==> config.mk <==
export PLATFORM = sky130hd
export DESIGN_NAME = c16_intc_flat
export DESIGN_NICKNAME = d
export VERILOG_FILES = /design/src/rtl/c16_intc_if.sv /design/src/rtl/c16_intc.sv /design/src/flat_wrapper.sv
export SDC_FILE = /design/constraint.sdc
export NUM_CORES = 1
export LEC_CHECK = 0
export ABC_AREA = 1
export BUFFER_PORTS_ARGS = -buffer_cell sky130_fd_sc_hd__buf_2
export CAP_MARGIN = 20
export CORE_MARGIN = 2
export CORE_UTILIZATION = 50
export DETAILED_ROUTE_END_ITERATION = 16
export PLACE_DENSITY = 0.68
export SETUP_SLACK_MARGIN = 0.05
export SYNTH_ARGS = -nofsm -noshare
export SYNTH_HDL_FRONTEND = slang
export SYNTH_SLANG_ARGS = --single-unit
==> constraint.sdc <==
create_clock -name clk -period 3.4 [get_ports clk]
set_input_delay 0.68 -clock clk [delete_from_list [all_inputs] [get_ports clk]]
set_output_delay 0.68 -clock clk [all_outputs]
set_load 0.01 [all_outputs]
==> src/rtl/c16_intc_if.sv <==
// ---------------------------------------------------------------------------
// c16_intc_if
// Bus bundle between the c16 core and its interrupt controller.
//
// Signals:
//   reg_wen    core -> intc  one-cycle register write strobe
//   reg_addr   core -> intc  register address (ADDR_W bits)
//   reg_wdata  core -> intc  register write data
//   reg_rdata  intc -> core  combinational read data for reg_addr
//   int_req    intc -> core  registered interrupt request
//   int_vec    intc -> core  ISR address, valid while int_req = 1
//   int_ack    core -> intc  core redirected PC to int_vec (one cycle)
//   int_done   core -> intc  core executed RTI (one cycle)
//
// Modports:
//   master  core side
//   slave   interrupt controller side
// ---------------------------------------------------------------------------
interface c16_intc_if #(
    parameter int ADDR_W = 5
);
    logic              reg_wen;
    logic [ADDR_W-1:0] reg_addr;
    logic [15:0]       reg_wdata;
    logic [15:0]       reg_rdata;
    logic              int_req;
    logic [15:0]       int_vec;
    logic              int_ack;
    logic              int_done;

    modport master (
        output reg_wen, reg_addr, reg_wdata, int_ack, int_done,
        input  reg_rdata, int_req, int_vec
    );

    modport slave (
        input  reg_wen, reg_addr, reg_wdata, int_ack, int_done,
        output reg_rdata, int_req, int_vec
    );
endinterface

==> src/rtl/c16_intc.sv <==
// ---------------------------------------------------------------------------
// c16_intc
// Multi-source interrupt controller for the c16 CPU. NUM_IRQ maskable,
// individually vectored sources with fixed priority (channel 0 highest),
// one interrupt in service at a time.
//
// Ports:
//   clk     clock
//   resetn  synchronous, active-low reset
//   irq_in  asynchronous interrupt lines from peripherals (NUM_IRQ bits)
//   bus     c16_intc_if.slave: register access path and the
//           int_req / int_vec / int_ack / int_done handshake with the core
//
// Register map (16-bit, bits >= NUM_IRQ read 0, unmapped reads 0):
//   0      ENABLE   R/W mask
//   1      PENDING  read pending, write-1-to-clear (edge-mode bits only)
//   2      MODE     R/W, 1 = rising edge, 0 = level
//   3      STATUS   RO, bit15 in-service, bits[3:0] in-service id
//   4+i    VEC[i]   R/W ISR address of channel i
// ---------------------------------------------------------------------------
module c16_intc #(
    parameter int NUM_IRQ     = 8,
    parameter int SYNC_STAGES = 2,
    parameter int ADDR_W      = 5
) (
    input  logic               clk,
    input  logic               resetn,
    input  logic [NUM_IRQ-1:0] irq_in,
    c16_intc_if.slave          bus
);

    localparam int ID_W = (NUM_IRQ > 1) ? $clog2(NUM_IRQ) : 1;

    typedef enum logic [1:0] {
        IDLE    = 2'd0,
        REQ     = 2'd1,
        SERVICE = 2'd2
    } state_t;

    // ------------------------------------------------------------------
    // Input synchroniser and edge-detect history
    // ------------------------------------------------------------------
    logic [NUM_IRQ-1:0] sync_pipe [SYNC_STAGES];
    logic [NUM_IRQ-1:0] sync;
    logic [NUM_IRQ-1:0] sync_prev;
    logic [NUM_IRQ-1:0] rise;

    always_ff @(posedge clk) begin
        if (!resetn) begin
            for (int s = 0; s < SYNC_STAGES; s++) begin
                sync_pipe[s] <= '0;
            end
            sync_prev <= '0;
        end else begin
            sync_pipe[0] <= irq_in;
            for (int s = 1; s < SYNC_STAGES; s++) begin
                sync_pipe[s] <= sync_pipe[s-1];
            end
            sync_prev <= sync;
        end
    end

    assign sync = sync_pipe[SYNC_STAGES-1];
    assign rise = sync & ~sync_prev;

    // ------------------------------------------------------------------
    // Configuration and pending registers
    // ------------------------------------------------------------------
    logic [NUM_IRQ-1:0] enable;
    logic [NUM_IRQ-1:0] mode;
    logic [NUM_IRQ-1:0] pending;
    logic [NUM_IRQ-1:0] pending_next;
    logic [15:0]        vec [NUM_IRQ];
    logic [NUM_IRQ-1:0] vec_nz;
    logic [NUM_IRQ-1:0] eligible;

    logic               wr_enable;
    logic               wr_pending;
    logic               wr_mode;
    logic [NUM_IRQ-1:0] wr_vec;

    // FSM registers, declared here because the pending logic needs them
    state_t          state;
    state_t          state_next;
    logic            int_req_q;
    logic            int_req_next;
    logic [15:0]     int_vec_q;
    logic [15:0]     int_vec_next;
    logic [ID_W-1:0] cur_id;
    logic [ID_W-1:0] cur_id_next;
    logic            in_service;
    logic            in_service_next;
    logic [ID_W-1:0] status_id;
    logic [ID_W-1:0] status_id_next;
    logic            ack_take;

    assign wr_enable  = bus.reg_wen && (bus.reg_addr == ADDR_W'(0));
    assign wr_pending = bus.reg_wen && (bus.reg_addr == ADDR_W'(1));
    assign wr_mode    = bus.reg_wen && (bus.reg_addr == ADDR_W'(2));

    always_comb begin
        wr_vec = '0;
        for (int i = 0; i < NUM_IRQ; i++) begin
            wr_vec[i] = bus.reg_wen && (bus.reg_addr == ADDR_W'(4 + i));
        end
    end

    assign ack_take = (state == REQ) && bus.int_ack;

    // Edge-mode bits are set by a synchronised rising edge and cleared by
    // W1C or by the acknowledge of that channel; a same-cycle set beats
    // either clear. Level-mode bits simply follow the synchronised line.
    always_comb begin
        pending_next = pending;
        for (int i = 0; i < NUM_IRQ; i++) begin
            if (mode[i]) begin
                pending_next[i] = rise[i] |
                    (pending[i] & ~((wr_pending && bus.reg_wdata[i]) ||
                                    (ack_take && (cur_id == ID_W'(i)))));
            end else begin
                pending_next[i] = sync[i];
            end
        end
    end

    always_ff @(posedge clk) begin
        if (!resetn) begin
            enable  <= '0;
            mode    <= '0;
            pending <= '0;
            for (int i = 0; i < NUM_IRQ; i++) begin
                vec[i] <= '0;
            end
        end else begin
            if (wr_enable) begin
                enable <= bus.reg_wdata[NUM_IRQ-1:0];
            end
            if (wr_mode) begin
                mode <= bus.reg_wdata[NUM_IRQ-1:0];
            end
            pending <= pending_next;
            for (int i = 0; i < NUM_IRQ; i++) begin
                if (wr_vec[i]) begin
                    vec[i] <= bus.reg_wdata;
                end
            end
        end
    end

    // A zero vector means the channel has no handler and never requests.
    always_comb begin
        vec_nz = '0;
        for (int i = 0; i < NUM_IRQ; i++) begin
            vec_nz[i] = |vec[i];
        end
    end

    assign eligible = pending & enable & vec_nz;

    // ------------------------------------------------------------------
    // Fixed-priority winner: lowest eligible index
    // ------------------------------------------------------------------
    logic            any_eligible;
    logic [ID_W-1:0] win_id;

    assign any_eligible = |eligible;

    always_comb begin
        win_id = '0;
        for (int i = NUM_IRQ - 1; i >= 0; i--) begin
            if (eligible[i]) begin
                win_id = ID_W'(i);
            end
        end
    end

    // ------------------------------------------------------------------
    // Request / service FSM
    // ------------------------------------------------------------------
    always_ff @(posedge clk) begin
        if (!resetn) begin
            state      <= IDLE;
            int_req_q  <= 1'b0;
            int_vec_q  <= '0;
            cur_id     <= '0;
            in_service <= 1'b0;
            status_id  <= '0;
        end else begin
            state      <= state_next;
            int_req_q  <= int_req_next;
            int_vec_q  <= int_vec_next;
            cur_id     <= cur_id_next;
            in_service <= in_service_next;
            status_id  <= status_id_next;
        end
    end

    // In REQ the latched channel is held even if a higher-priority one
    // arrives; the request is only withdrawn if its own eligibility drops.
    // Acknowledge wins over a simultaneous int_done.
    always_comb begin
        state_next      = state;
        int_req_next    = int_req_q;
        int_vec_next    = int_vec_q;
        cur_id_next     = cur_id;
        in_service_next = in_service;
        status_id_next  = status_id;

        case (state)
            IDLE: begin
                if (any_eligible) begin
                    cur_id_next  = win_id;
                    int_vec_next = vec[win_id];
                    int_req_next = 1'b1;
                    state_next   = REQ;
                end
            end

            REQ: begin
                if (bus.int_ack) begin
                    int_req_next    = 1'b0;
                    in_service_next = 1'b1;
                    status_id_next  = cur_id;
                    state_next      = SERVICE;
                end else if (!eligible[cur_id]) begin
                    int_req_next = 1'b0;
                    state_next   = IDLE;
                end
            end

            SERVICE: begin
                if (bus.int_done) begin
                    in_service_next = 1'b0;
                    state_next      = IDLE;
                end
            end

            default: begin
                int_req_next = 1'b0;
                state_next   = IDLE;
            end
        endcase
    end

    assign bus.int_req = int_req_q;
    assign bus.int_vec = int_vec_q;

    // ------------------------------------------------------------------
    // Combinational register read mux
    // ------------------------------------------------------------------
    always_comb begin
        bus.reg_rdata = '0;
        if (bus.reg_addr == ADDR_W'(0)) begin
            bus.reg_rdata = 16'(enable);
        end else if (bus.reg_addr == ADDR_W'(1)) begin
            bus.reg_rdata = 16'(pending);
        end else if (bus.reg_addr == ADDR_W'(2)) begin
            bus.reg_rdata = 16'(mode);
        end else if (bus.reg_addr == ADDR_W'(3)) begin
            bus.reg_rdata = {in_service, 11'b0, 4'(status_id)};
        end else begin
            for (int i = 0; i < NUM_IRQ; i++) begin
                if (bus.reg_addr == ADDR_W'(4 + i)) begin
                    bus.reg_rdata = vec[i];
                end
            end
        end
    end

endmodule

==> src/flat_wrapper.sv <==
// flat-port wrapper written by rule: the top's interface ports become plain ports
module c16_intc_flat 
#(
    parameter int NUM_IRQ     = 8,
    parameter int SYNC_STAGES = 2,
    parameter int ADDR_W      = 5
)
  (clk, resetn, irq_in, bus_reg_wen, bus_reg_addr, bus_reg_wdata, bus_int_ack, bus_int_done, bus_reg_rdata, bus_int_req, bus_int_vec);
  c16_intc_if #(.ADDR_W(ADDR_W)) bus_i ();
  input  logic clk;
  input  logic resetn;
  input  logic [NUM_IRQ-1:0] irq_in;
  input wire logic [$bits(bus_i.reg_wen)-1:0] bus_reg_wen;
  input wire logic [$bits(bus_i.reg_addr)-1:0] bus_reg_addr;
  input wire logic [$bits(bus_i.reg_wdata)-1:0] bus_reg_wdata;
  input wire logic [$bits(bus_i.int_ack)-1:0] bus_int_ack;
  input wire logic [$bits(bus_i.int_done)-1:0] bus_int_done;
  output wire logic [$bits(bus_i.reg_rdata)-1:0] bus_reg_rdata;
  output wire logic [$bits(bus_i.int_req)-1:0] bus_int_req;
  output wire logic [$bits(bus_i.int_vec)-1:0] bus_int_vec;
  assign bus_i.reg_wen = bus_reg_wen;
  assign bus_i.reg_addr = bus_reg_addr;
  assign bus_i.reg_wdata = bus_reg_wdata;
  assign bus_i.int_ack = bus_int_ack;
  assign bus_i.int_done = bus_int_done;
  assign bus_reg_rdata = bus_i.reg_rdata;
  assign bus_int_req = bus_i.int_req;
  assign bus_int_vec = bus_i.int_vec;
  c16_intc #(.NUM_IRQ(NUM_IRQ), .SYNC_STAGES(SYNC_STAGES), .ADDR_W(ADDR_W)) u_core (.clk(clk), .resetn(resetn), .irq_in(irq_in), .bus(bus_i));
endmodule
==> impl_results.md <==
- Postcts setup bufs: 0
- Pwr dens: 495 nW/um2
- Area contributors post-synth: edfxtp_1 38%, dfxtp_1 14%, nand2_1 11%, nand3_1 9.4%, inv_1 6.8%
- # IOs: 67
- Slew headroom: 0.493
- Worst EP required: 2.72 ns
- Layout Nets: roughly 1,400
- Status: finished, final reports clean
- Area Growth Syn to Fin: 13.5%
- Top Usage Layer GRT: met1
- Leak pwr: about 0.0052 uW
- RSZ-0062 raised after global routing: false
- CTS buffer count: 23
- CP startpoint kind: input pin
- Cells on worst reg2reg path: 16
- Crit Reg-Reg Endpoint: u_core.bus.int_vec[14]
- PortBufs: 66
- Diode count: 0
- Max Freq: 0.322 GHz
- Num Clock Sinks: about 200
- Post-DP HPWL: between 20 and 25 mm
- Mapped cell area: ~10,000 um2
- Crit path from: bus_reg_addr[1]
- Critical Path End Type: primary output
- Worst setup path end: bus_reg_rdata[2]
- Critical path class: input pin to primary output
- Setup Viol. Count Final: 0
- Via count: slightly above 9,000
- Fraction of layout cells with a size suffix above 1: 0.108
- GRT met2 Usage: 0.436
- R2r startpoint: u_core.vec[3][7]
- Ys async rst share: 0
- Setup TNS: 0 ns
- Avg Cell Area, Syn: between 7 and 8 um2
- Synthesized instance count: approximately 1,300
- Final Skew: 0.0187 ns
- Yosys cell types: 33
- Top FF cell, synth: edfxtp_1
- Max-Cap Viols: 0
- Row count: 52
- H-tree level count: 1
- Vias in the first global route: around 8,600
- GR Util met1: 0.453
- Hold Vio Cnt, Final: 0
- Die Wd: roughly 150 um
- Die Area: roughly 22,000 um2
- Clock transition at the registers of the reported paths: around 0.06 ns
- Register bit total from synthesis: slightly above 200
- Peak VDD IR: between 0.0003 and 0.0004 V
- Hold WC Path Type: input pin to flop
- WP data arrival: around 2.4 ns
- Core area: 20,200 um2
- CTS tree: yes
- Final ANT Viol Nets: 0
- CTS resizes: 0
- M3 GR Usage: 0.0630
- Routed vias/inst: between 5 and 6
- Yosys top cell area share: 0.376
- Chip Height: 147 um
- Reg-to-reg slack, setup: approximately 0.46 ns
- Drt total wl: approximately 33 mm
- Max Slew Vio Count: 0
- Post-synth EDFFs: between 100 and 150
- Period utilization: 0.912
- Largest net degree at the start of global routing: 66
- Worst skew pair latency: about 0.53 ns
- Fill count: 1,931
- Ys Warns: 0
- Seq/Total Area, Yosys: 0.520
- Fin util: 0.576
- Initial antenna violation count: 0
- Detailed Route Iter0 Violations: roughly 1,400
- Clock Path Buffers: 3
- TritonRoute pass-1 iters: 6
- Minimum clock period: about 3.1 ns
- Starting Density: 0.507
- Actual slew at the worst max-slew pin: between 0.7 and 0.8 ns
- Yosys top cell by area: edfxtp_1
- Number of remaining DRC errors: 0
- Clock Root Buffer: clkbuf_16
- Gpl congestion: around 0.97
- Remaining Overflow, GRT: 0
- Global-route wire length before repair: about 50 mm
- CP max FO: 12
- WL/cell: about 20 um
- Net Count, Synth: approximately 1,300
- CTS hold repair buffers: 0
- GRT Total Usage: 0.299
[Yosys cell counts, drive strengths merged, types with 5 or more instances]
| cell | n |
|---|---|
| clkbuf | 25 |
| buf | 35 |
| o22ai | 12 |
| nand3 | 196 |
| nor3 | 11 |
| nor4 | 11 |
| a21oi | 55 |
| edfxtp | 128 |
| nand4 | 15 |
| inv | 188 |
| a221oi | 5 |
| o211ai | 6 |
| o21ai | 36 |
| nand2 | 304 |
| o2111ai | 17 |
| nor2 | 160 |
| dfxtp | 74 |
[how the worst min path moves through the flow]
| stage | from | to | cells past startpoint |
|---|---|---|---|
| 3_5_place_dp | u_core.sync_pipe[0][1] | u_core.sync_pipe[0][9] | 2 |
| 3_3_place_gp | u_core.sync_pipe[0][6] | u_core.sync_pipe[0][14] | 2 |
| 5_1_grt | irq_in[1] | u_core.sync_pipe[0][1] | 3 |
| 6_report | irq_in[6] | u_core.sync_pipe[0][6] | 3 |
| 4_1_cts | irq_in[6] | u_core.sync_pipe[0][6] | 3 |
| 2_1_floorplan | u_core.sync_pipe[0][2] | u_core.sync_pipe[0][10] | 2 |
[metrics by stage]
step                      instance area, um2  total power [uW]  hold slack (ns)  instances  worst slack [ns]
after global routing                   11600              5910            0.339       1649             0.147
after detailed placement               10900              3250            0.400       1608             0.325
final                                  11600              5750            0.332       1649             0.298
after CTS                              11600              5750            0.332       1649             0.309
after floorplan                        10200              3060            0.390       1297             0.336
after global placement                 10900              3250            0.391       1608             0.403
[power breakdown]
part,switching [uW],internal (uW)
Combinational,278,112
Clock,1020,1510
Sequential,96.5,2730
[state kept, by name (all words and copies together), names as in the netlist, 2 cells and up]
name,count
u_core.bus.int_vec,16
u_core.state,2
u_core.mode,8
u_core.vec,128
u_core.sync_prev,8
u_core.sync_pipe,16
u_core.pending,8
u_core.enable,8
u_core.cur_id,3
u_core.status_id,3
[cell usage in the layout, fill, tap and decap left out, drive strengths merged]
cell	n
nand2	304
nand3	196
inv	188
nor2	160
edfxtp	128
buf	101
dfxtp	74
a21oi	55
o21ai	36
clkbuf	26
o2111ai	17
nand4	15
o22ai	12
clkinv	12
nor3	11
nor4	11
o211ai	6
a221oi	5
a211oi	4
a22oi	4
clkinvlp	4
o31ai	3
bufinv	3
a32oi	1
o221ai	1
a31oi	1
nor3b	1
[layer usage]
layer,up-vias,part of all wire
li1,4418,-
met1,4303,0.45
met2,516,0.42
met3,71,0.10
met4,0,0.029
met5,-,0
[cell families after synthesis]
group / after synthesis / share of synthesized area
compound gates: 145 / 0.0855
flops: 202 / 0.520
simple gates: 698 / 0.293
buf+inv: 252 / 0.101
[area by class of cell]
| class | instances | area (um2) | area share |
|---|---|---|---|
| multi-input cells | 843 | 3880 | 0.334 |
| well taps | 270 | 338 | 0.0291 |
| clock inverters | 15 | 155 | 0.0134 |
| inverters | 192 | 721 | 0.0620 |
| repair buffers | 101 | 593 | 0.0511 |
| flip-flops and latches | 202 | 5330 | 0.458 |
| clock buffers | 26 | 608 | 0.0523 |
[worst max-delay path: stages]
cell	delay, ns
buf_2	0.12
inv_1	0.04
nand2_1	0.05
nor2_1	0.05
nand2_1	0.11
buf_4	0.21
o22ai_1	0.08
a21oi_1	0.11
o21ai_0	0.11
a211oi_1	0.24
nand4_1	0.20
a21oi_1	0.16
nand3_1	0.10
buf_2	0.15
No activity file was read; power rests on OpenSTA's default activity.
